==> src/rtl/axi_ic_pkg.sv <==
// Shared types and helpers for the AXI interconnect write-path blocks.
package axi_ic_pkg;

    typedef enum logic [1:0] {
        ST_IDLE = 2'd0,
        ST_ADDR = 2'd1,
        ST_DATA = 2'd2,
        ST_RESP = 2'd3
    } arb_state_t;

    localparam logic MODE_FIXED = 1'b0;
    localparam logic MODE_RR    = 1'b1;

    // Never returns 0, so a grant index port stays at least one bit wide.
    function automatic int id_width(input int n);
        return (n <= 2) ? 1 : $clog2(n);
    endfunction

endpackage

==> src/rtl/rr_priority_picker.sv <==
// Combinational winner selection: fixed priority from index 0, or a
// round-robin search starting just after the pointer and wrapping.
module rr_priority_picker
    import axi_ic_pkg::*;
#(
    parameter int NUM_MASTERS = 4,
    parameter int ID_W        = id_width(NUM_MASTERS)
) (
    input  logic [NUM_MASTERS-1:0] req,
    input  logic [ID_W-1:0]        ptr,
    input  logic                   mode,
    output logic [NUM_MASTERS-1:0] winner,
    output logic [ID_W-1:0]        index,
    output logic                   any_req
);

    localparam logic [ID_W-1:0] LAST = ID_W'(NUM_MASTERS - 1);

    logic [ID_W-1:0] cand;
    logic            found;

    assign any_req = |req;

    always_comb begin
        // NOTE: every output and temporary gets a default before the search so
        // no path leaves a value unassigned, which would infer a latch.
        winner = '0;
        index  = '0;
        found  = 1'b0;
        if (mode == MODE_RR) begin
            cand = (ptr == LAST) ? '0 : ptr + 1'b1;
        end else begin
            cand = '0;
        end
        for (int k = 0; k < NUM_MASTERS; k++) begin
            if (!found && req[cand]) begin
                found         = 1'b1;
                winner[cand]  = 1'b1;
                index         = cand;
            end
            cand = (cand == LAST) ? '0 : cand + 1'b1;
        end
    end

endmodule

==> src/rtl/axi_write_arbiter_rr.sv <==
// N-master AW arbiter: grants one master and holds it through AW, the W burst
// and the B response, then re-arbitrates with at least one idle cycle between.
module axi_write_arbiter_rr
    import axi_ic_pkg::*;
#(
    parameter int NUM_MASTERS = 4,
    parameter int ID_W        = id_width(NUM_MASTERS),
    parameter int RR_MODE     = 1
) (
    input  logic                   ACLK,
    input  logic                   ARESET,
    input  logic [NUM_MASTERS-1:0] M_AWVALID,
    input  logic                   Channel_Granted,
    input  logic                   AW_HS,
    input  logic                   W_LAST_HS,
    input  logic                   B_HS,
    output logic                   Channel_Request,
    output logic [NUM_MASTERS-1:0] Grant_OneHot,
    output logic [ID_W-1:0]        Selected_Slave,
    output logic                   Busy
);

    localparam logic PICK_MODE = (RR_MODE != 0) ? MODE_RR : MODE_FIXED;

    arb_state_t             state;
    logic [ID_W-1:0]        rr_ptr;
    logic                   wlast_seen;
    logic [NUM_MASTERS-1:0] pick_onehot;
    logic [ID_W-1:0]        pick_index;
    logic                   pick_any;

    rr_priority_picker #(
        .NUM_MASTERS (NUM_MASTERS),
        .ID_W        (ID_W)
    ) u_picker (
        .req     (M_AWVALID),
        .ptr     (rr_ptr),
        .mode    (PICK_MODE),
        .winner  (pick_onehot),
        .index   (pick_index),
        .any_req (pick_any)
    );

    // NOTE: all state is updated with non-blocking assignments so every
    // register samples the pre-edge values of its peers.
    always_ff @(posedge ACLK or posedge ARESET) begin
        if (ARESET) begin
            state          <= ST_IDLE;
            Grant_OneHot   <= '0;
            Selected_Slave <= '0;
            rr_ptr         <= ID_W'(NUM_MASTERS - 1);
            wlast_seen     <= 1'b0;
        end else begin
            case (state)
                ST_IDLE: begin
                    if (Channel_Granted && pick_any) begin
                        Grant_OneHot   <= pick_onehot;
                        Selected_Slave <= pick_index;
                        state          <= ST_ADDR;
                    end
                end
                ST_ADDR: begin
                    // W may complete before AW; remember it so DATA is skipped.
                    if (W_LAST_HS) begin
                        wlast_seen <= 1'b1;
                    end
                    if (AW_HS) begin
                        state <= (wlast_seen || W_LAST_HS) ? ST_RESP : ST_DATA;
                    end
                end
                ST_DATA: begin
                    if (W_LAST_HS) begin
                        state <= ST_RESP;
                    end
                end
                ST_RESP: begin
                    if (B_HS) begin
                        state          <= ST_IDLE;
                        Grant_OneHot   <= '0;
                        Selected_Slave <= '0;
                        wlast_seen     <= 1'b0;
                        rr_ptr         <= Selected_Slave;
                    end
                end
                default: state <= ST_IDLE;
            endcase
        end
    end

    assign Busy            = (state != ST_IDLE);
    assign Channel_Request = Busy;

endmodule

==> config.mk <==
export PLATFORM = sky130hd
export DESIGN_NAME = axi_write_arbiter_rr
export DESIGN_NICKNAME = d
export VERILOG_FILES = /design/src/rtl/axi_ic_pkg.sv /design/src/rtl/rr_priority_picker.sv /design/src/rtl/axi_write_arbiter_rr.sv
export SDC_FILE = /design/constraint.sdc
export NUM_CORES = 1
export LEC_CHECK = 0
export CORE_MARGIN = 1
export CORE_UTILIZATION = 48
export DETAILED_ROUTE_END_ITERATION = 6
export PLACE_DENSITY = 0.79
export SLEW_MARGIN = 10
export SYNTH_ARGS = -nofsm -noshare
export SYNTH_HDL_FRONTEND = slang
export SYNTH_HIERARCHICAL = 1
export SYNTH_SLANG_ARGS = --single-unit
export TNS_END_PERCENT = 10
==> constraint.sdc <==
create_clock -name ACLK -period 2.66 [get_ports ACLK]
set_clock_uncertainty 0.15 [all_clocks]
set_input_delay 0.532 -clock ACLK [delete_from_list [all_inputs] [get_ports ACLK]]
set_output_delay 0.532 -clock ACLK [all_outputs]
set_load 0.005 [all_outputs]
* Word level (Yosys, flattened, before mapping)
Cells that the tools add are included.
** Storage, ports and cells
- Logic and storage cells :: 98
- Output and inout port bits :: 8
- Input port bits :: 10
- Register bits after elaboration :: 11
** Operators by class
- Multiplexer cells :: 45
- Magnitude comparators :: 8
- Bitwise gates (word level) :: 3
- Equality and inequality tests :: 12
- Add/subtract/negate cells :: 4
- Reduce and logical (&&, ||, !) cells :: 21
** Operators by type and width (count)
- two-way mux 2 bit :: 13
- two-way mux 4 bit :: 6
- two-way mux 1 bit :: 14
- == test 2 bit, second input constant :: 6
- < comparator 2 x 3 -> 1 bit, second input constant :: 4
- bitwise OR 4 bit :: 3
- != test 2 bit, second input constant :: 5
- adder 2 x 1 -> 2 bit, second input constant :: 4
- binary-select mux 1 bit (select 2 bit) :: 4
- demux 1 bit (select 2 bit) :: 4
- >= comparator 2 x 1 -> 1 bit, second input constant :: 4
- logical AND 1 bit :: 8
- case mux 2 bit (4 select lines) :: 1
- case mux 4 bit (2 select lines) :: 1
- AND reduction 3 bit :: 2
- nonzero test 2 bit :: 3
- case mux 2 bit (2 select lines) :: 1
- AND reduction 4 bit :: 1
- OR reduction 4 bit :: 1
- zero test 1 bit :: 3
- == test 2 x 1 -> 1 bit, second input constant :: 1
- zero test 2 bit :: 1
- case mux 1 bit (2 select lines) :: 1
- AND reduction 2 bit :: 1
- logical OR 1 bit :: 1

* Logic depth before layout (Yosys ltp)
- Depth after elaboration :: 16
- Mapped depth :: 11
- Gate-level depth less buffers :: 10

* Modules after synthesis
Netlist, hierarchy kept.
** By module, submodules not included
- axi_write_arbiter_rr :: cells each 64, area each 626.9 um2, times used 1
- rr_priority_picker :: cells each 74, area each 533.0 um2, times used 1

* Worst setup path before layout
No wires, ideal clock.
- Path kind :: reg-to-reg
- Start point :: register rr_ptr[0]
- End point :: register Grant_OneHot[3]
- Arrival time :: 2.414 ns
- Required time :: 2.384 ns
- Stages on the path, launching flop included :: 11
- Period minus slack after synthesis :: 2.690 ns
- Setup slack :: -0.030 ns
- Path buffers :: 0
- Setup time :: 0.126 ns
- Cells stage by stage :: dfstp_2 ha_1 nor3b_4 ha_1 and2b_2 a311oi_2 a21oi_2 a222oi_1 a21oi_1 nand3b_1 o21ai_0
** Between the ends
- Word-level cells in the longest chain between the ends :: 16
- Elaborated cells on any way between the ends :: 58
- Classes of those cells :: add/sub: 4; order compare: 8; eq/ne: 4; mux: 29; bitwise: 3; reduce/logical: 10
** RTL lines
- from (decl) :: line axi_write_arbiter_rr.sv:26 : logic [ID_W-1:0] rr_ptr;
- from (signal assigned) :: line axi_write_arbiter_rr.sv:51 : rr_ptr <= ID_W'(NUM_MASTERS - 1);
- from (signal assigned) :: line axi_write_arbiter_rr.sv:82 : rr_ptr <= Selected_Slave;
- adder 2 x 1 -> 2 bit / == test 2 bit (equally long branches) :: line rr_priority_picker.sv:31 : cand = (ptr == LAST) ? '0 : ptr + 1'b1;
- two-way mux 2 bit (*) :: line rr_priority_picker.sv:31
- adder 2 x 1 -> 2 bit (tied with other cells) :: line rr_priority_picker.sv:41 : cand = (cand == LAST) ? '0 : cand + 1'b1;
- two-way mux 2 bit / two-way mux 1 bit (equally long branches) :: line rr_priority_picker.sv:41, rr_priority_picker.sv:36
- adder 2 x 1 -> 2 bit (tied with other cells) :: line rr_priority_picker.sv:41
- two-way mux 2 bit (tied with other cells) :: line rr_priority_picker.sv:41
- adder 2 x 1 -> 2 bit (tied with other cells) :: line rr_priority_picker.sv:41
- two-way mux 2 bit (tied with other cells) :: line rr_priority_picker.sv:41
- < comparator 2 x 3 -> 1 bit (not written as such) (tied with other cells) :: line rr_priority_picker.sv:38 : winner[cand] = 1'b1;
- logical AND 1 bit (not written as such) (tied with other cells) :: line rr_priority_picker.sv:38
- two-way mux 1 bit (not written as such) (tied with other cells) :: line rr_priority_picker.sv:38
- demux 1 bit (select 2 bit) (tied with other cells)
- bitwise OR 4 bit (no source line) / logical AND 1 bit (equally long branches)
- two-way mux 4 bit (*) :: line rr_priority_picker.sv:36 : if (!found && req[cand]) begin
- net pick_onehot[3] :: line axi_write_arbiter_rr.sv:28 : logic [NUM_MASTERS-1:0] pick_onehot;
- two-way mux 4 bit (*) :: line axi_write_arbiter_rr.sv:56 : if (Channel_Granted && pick_any) begin
- case mux 4 bit (2 select lines) (*) :: line axi_write_arbiter_rr.sv:54 : case (state)
- to (signal assigned) :: line axi_write_arbiter_rr.sv:57 : Grant_OneHot <= pick_onehot;
- to (decl) :: line axi_write_arbiter_rr.sv:18 : output logic [NUM_MASTERS-1:0] Grant_OneHot,
Mark *: on every way through the listed nets, which the timed path passes. The rest lies on a longest branch. The select of a mux whose other input is x is not followed.
A chain may end at the register's enable or synchronous reset.

* Worst setup path after layout
- Start point :: register rr_ptr[0]
- End point :: register Grant_OneHot[0]
The elaborated chain is that of the path after synthesis.

==> results.json <==
{
  "synthFlopType": "dfrtp_1",
  "crit_path_max_incr_delay_ns": 0.56,
  "cpMostUsedCell": "ha_4",
  "grt_use_total_pct": 23.9,
  "p_clk_share_pct": 7.8,
  "die_h_um": 51.2,
  "synth.most_common_cell": "o21ai_0",
  "finalHoldViolCount": 0,
  "finalMaxSlewViolations": 0,
  "die_area_um2": 2620,
  "dr_total_vias": 1145,
  "synthCells": 138,
  "grt_max_degree": 15,
  "numCtsBuffers": 3,
  "finalSetupViolations": 0,
  "synthToLayoutAreaGrowth_pct": 27.2,
  "final_nets": 190,
  "drv_cap": 0,
  "cp_slowest_cell": "dfstp_2",
  "syn_area_um2": 1160,
  "fill_cells": 192,
  "synth_commonest_cells": "o21ai_0 (16), a21oi_1 (13), ha_1 (13), inv_1 (13), nand2_1 (10)",
  "cts-root-buf": "clkbuf_4",
  "antenna_found_initial": 0,
  "path_clk_slew_ns": 0.07,
  "stdcell_area_um2": 1480,
  "path_max_fanout": 5,
  "ir_worst_vdd_v": 0.000779,
  "cellPowerDensity_nw_per_um2": 1000,
  "worstPathArrival_ns": 2.50,
  "cts_hold_buf": 0,
  "max-clock-path-buffers": 2,
  "place_area_um2": 1420,
  "fin_ws_ns": 0.169,
  "core_um2": 2250,
  "first_pass_iters": 4,
  "ioPinCount": 18,
  "drt_wl_total_mm": 2.84,
  "cp.required_ns": 2.67,
  "cp-end-kind": "flip-flop",
  "antenna_cells": 0,
  "rsz0062_at_grt": "no",
  "path_cells": "ha_4 -> nand2_4 -> ha_4 -> and2b_2 -> a311oi_2 -> a21oi_2 -> a222oi_1 -> a21oi_1 -> nand3b_1 -> o21ai_1",
  "internal_power_mw": 0.821,
  "drtAntennaViolNets": 0,
  "dp_slack_ns": -0.0637,
  "insertion_delay_ns": 0.27,
  "cts.sinks": 11,
  "status": "finished clean",
  "whs_ns": 0.357,
  "htree_levels": 1,
  "final_layout_size_suffix_gt1_share_pct": 19.3,
  "fin_crit_sh_pct": 93.7,
  "cts_tree": "yes",
  "crit_path_start_kind": "flip-flop",
  "power.switching_mw": 0.654,
  "yosys.cell_types.count": 42,
  "grt-ovfl-total": 0,
  "first_global_vias": 1038,
  "rows": 17,
  "numPortBuffers": 17,
  "synth_top_area_share_pct": 19.4,
  "worstHoldPathType": "flip-flop to flip-flop",
  "place_hpwl_mm": 2.15,
  "yosys_warnings": 6,
  "async_reset_ff_share_pct": 100,
  "power_frac_comb_pct": 72.1,
  "ys_seq_area_share_pct": 23.9,
  "leakage_nw": 0.637,
  "min_period_ns": 2.49,
  "viasPerCell": 5.90,
  "synth_edf_count": 0,
  "seq_power_share_pct": 20.2,
  "gp_congestion": 0.944,
  "synth_area_leader_cell": "dfrtp_1",
  "dieWidth_um": 51.2,
  "fmax_mhz": 401,
  "wl_per_cell_um": 14.7,
  "worstSetupPathType": "flip-flop to flip-flop",
  "grt_pass1_wl_mm": 4.60,
  "synth_area_per_cell_um2": 8.40,
  "drc_errors": 0,
  "ys_ff_latch": 11,
  "swShare_pct": 44.4,
  "drt_iter0_drc": 61,
  "synthTopCellsByArea": "dfrtp_1 (19%), ha_1 (14%), o21ai_0 (6.9%)",
  "start_util_pct": 51.4
}
-- state kept, by name, indices dropped and copies added (netlist names) --
| signal | flops |
|---|---|
| Grant_OneHot | 4 |
| state | 2 |
| rr_ptr | 2 |
| wlast_seen | 1 |
| Selected_Slave | 2 |
-- layer usage --
| metal | global-route usage [%] | up-vias | wire length [um] |
|---|---|---|---|
| li1 | - | 556 | - |
| met1 | 31.4 | 540 | 1270 |
| met2 | 37.5 | 45 | 1380 |
| met3 | 5.36 | 4 | 156 |
| met4 | 9.26 | 0 | 31 |
| met5 | 0 | - | 0 |
-- kinds of logic after synthesis --
group,count (synthesis),share of synthesized area [%]
AO/OA/AOI/OAI,48,28.8
AND/OR/NAND/NOR,42,22.5
buffers and inverters,23,10.4
adder cells (fa/ha/maj),13,14.0
flip-flops,11,23.9
other,1,0.323
-- per-stage QoR --
stage / instances / setup TNS [ns] / utilization [%] / total power, mW
floorplan: 140 / 0 / - / 0.980
global placement: 190 / -0.118 / 62.8 / 1.26
detailed placement: 190 / -0.108 / 62.8 / 1.30
CTS: 194 / 0 / 63.9 / 1.43
global route: 194 / 0 / 65.4 / 1.60
finish: 194 / 0 / 65.4 / 1.48
-- power groups by stage --
stage	Combinational, mW	Sequential [mW]	Clock [mW]
2_1_floorplan	0.685	0.295	0
3_3_place_gp	0.970	0.290	0
3_5_place_dp	1.01	0.294	0
4_1_cts	1.02	0.293	0.120
5_1_grt	1.17	0.307	0.127
6_report	1.06	0.297	0.115
-- worst max-delay path, delay by kind of cell, from the launching register on --
family / cells / cell delay, ns
AOI/OAI and AO/OA: 5 / 0.87
DFF: 1 / 0.56
adders and majority gates: 2 / 0.43
and+or+nand+nor: 3 / 0.38
-- worst paths after layout --
kind	from	end	slack, ns	cells past startpoint
worst min-delay path	rr_ptr[1]$_DFFE_PP1P_	rr_ptr[1]$_DFFE_PP1P_	0.36	2
worst max-delay path	rr_ptr[0]$_DFFE_PP1P_	Grant_OneHot[0]$_DFFE_PP0P_	0.17	10
min in group asynchronous	ARESET	Grant_OneHot[1]$_DFFE_PP0P_	0.38	2
worst min register to register	rr_ptr[1]$_DFFE_PP1P_	rr_ptr[1]$_DFFE_PP1P_	0.36	2
worst max register to register	rr_ptr[0]$_DFFE_PP1P_	Grant_OneHot[0]$_DFFE_PP0P_	0.17	10
max in group asynchronous	ARESET	rr_ptr[0]$_DFFE_PP1P_	1.66	2
-- cell type report --
cell class,instances,area [um2],area share [%]
well taps,28,35.0,2.37
clock buffers,4,26.3,1.78
inverters,14,52.6,3.56
multi-input cells,106,808,54.8
repair buffers,31,275,18.7
flip-flops and latches,11,278,18.8
-- timing repair --
| action | in CTS | in global routing |
|---|---|---|
| setup endpoints to repair | 1 | 4 |
| setup buffers | 0 | 0 |
| pin swaps | 1 | 8 |
| endpoints found under the hold margin | 0 | 0 |
| gates resized for setup | 0 | 7 |
-- cells in the final DEF, fill, tap and decap left out, drive strengths merged, types with 4 or more instances in the layout --
cell type / instances
clkdlybuf4s50: 17
o21ai: 17
buf: 14
inv: 14
a21oi: 14
ha: 13
nand2: 10
dfrtp: 9
nor2: 8
nand3b: 6
a222oi: 4
clkbuf: 4
(Power assumes the default switching activity.)
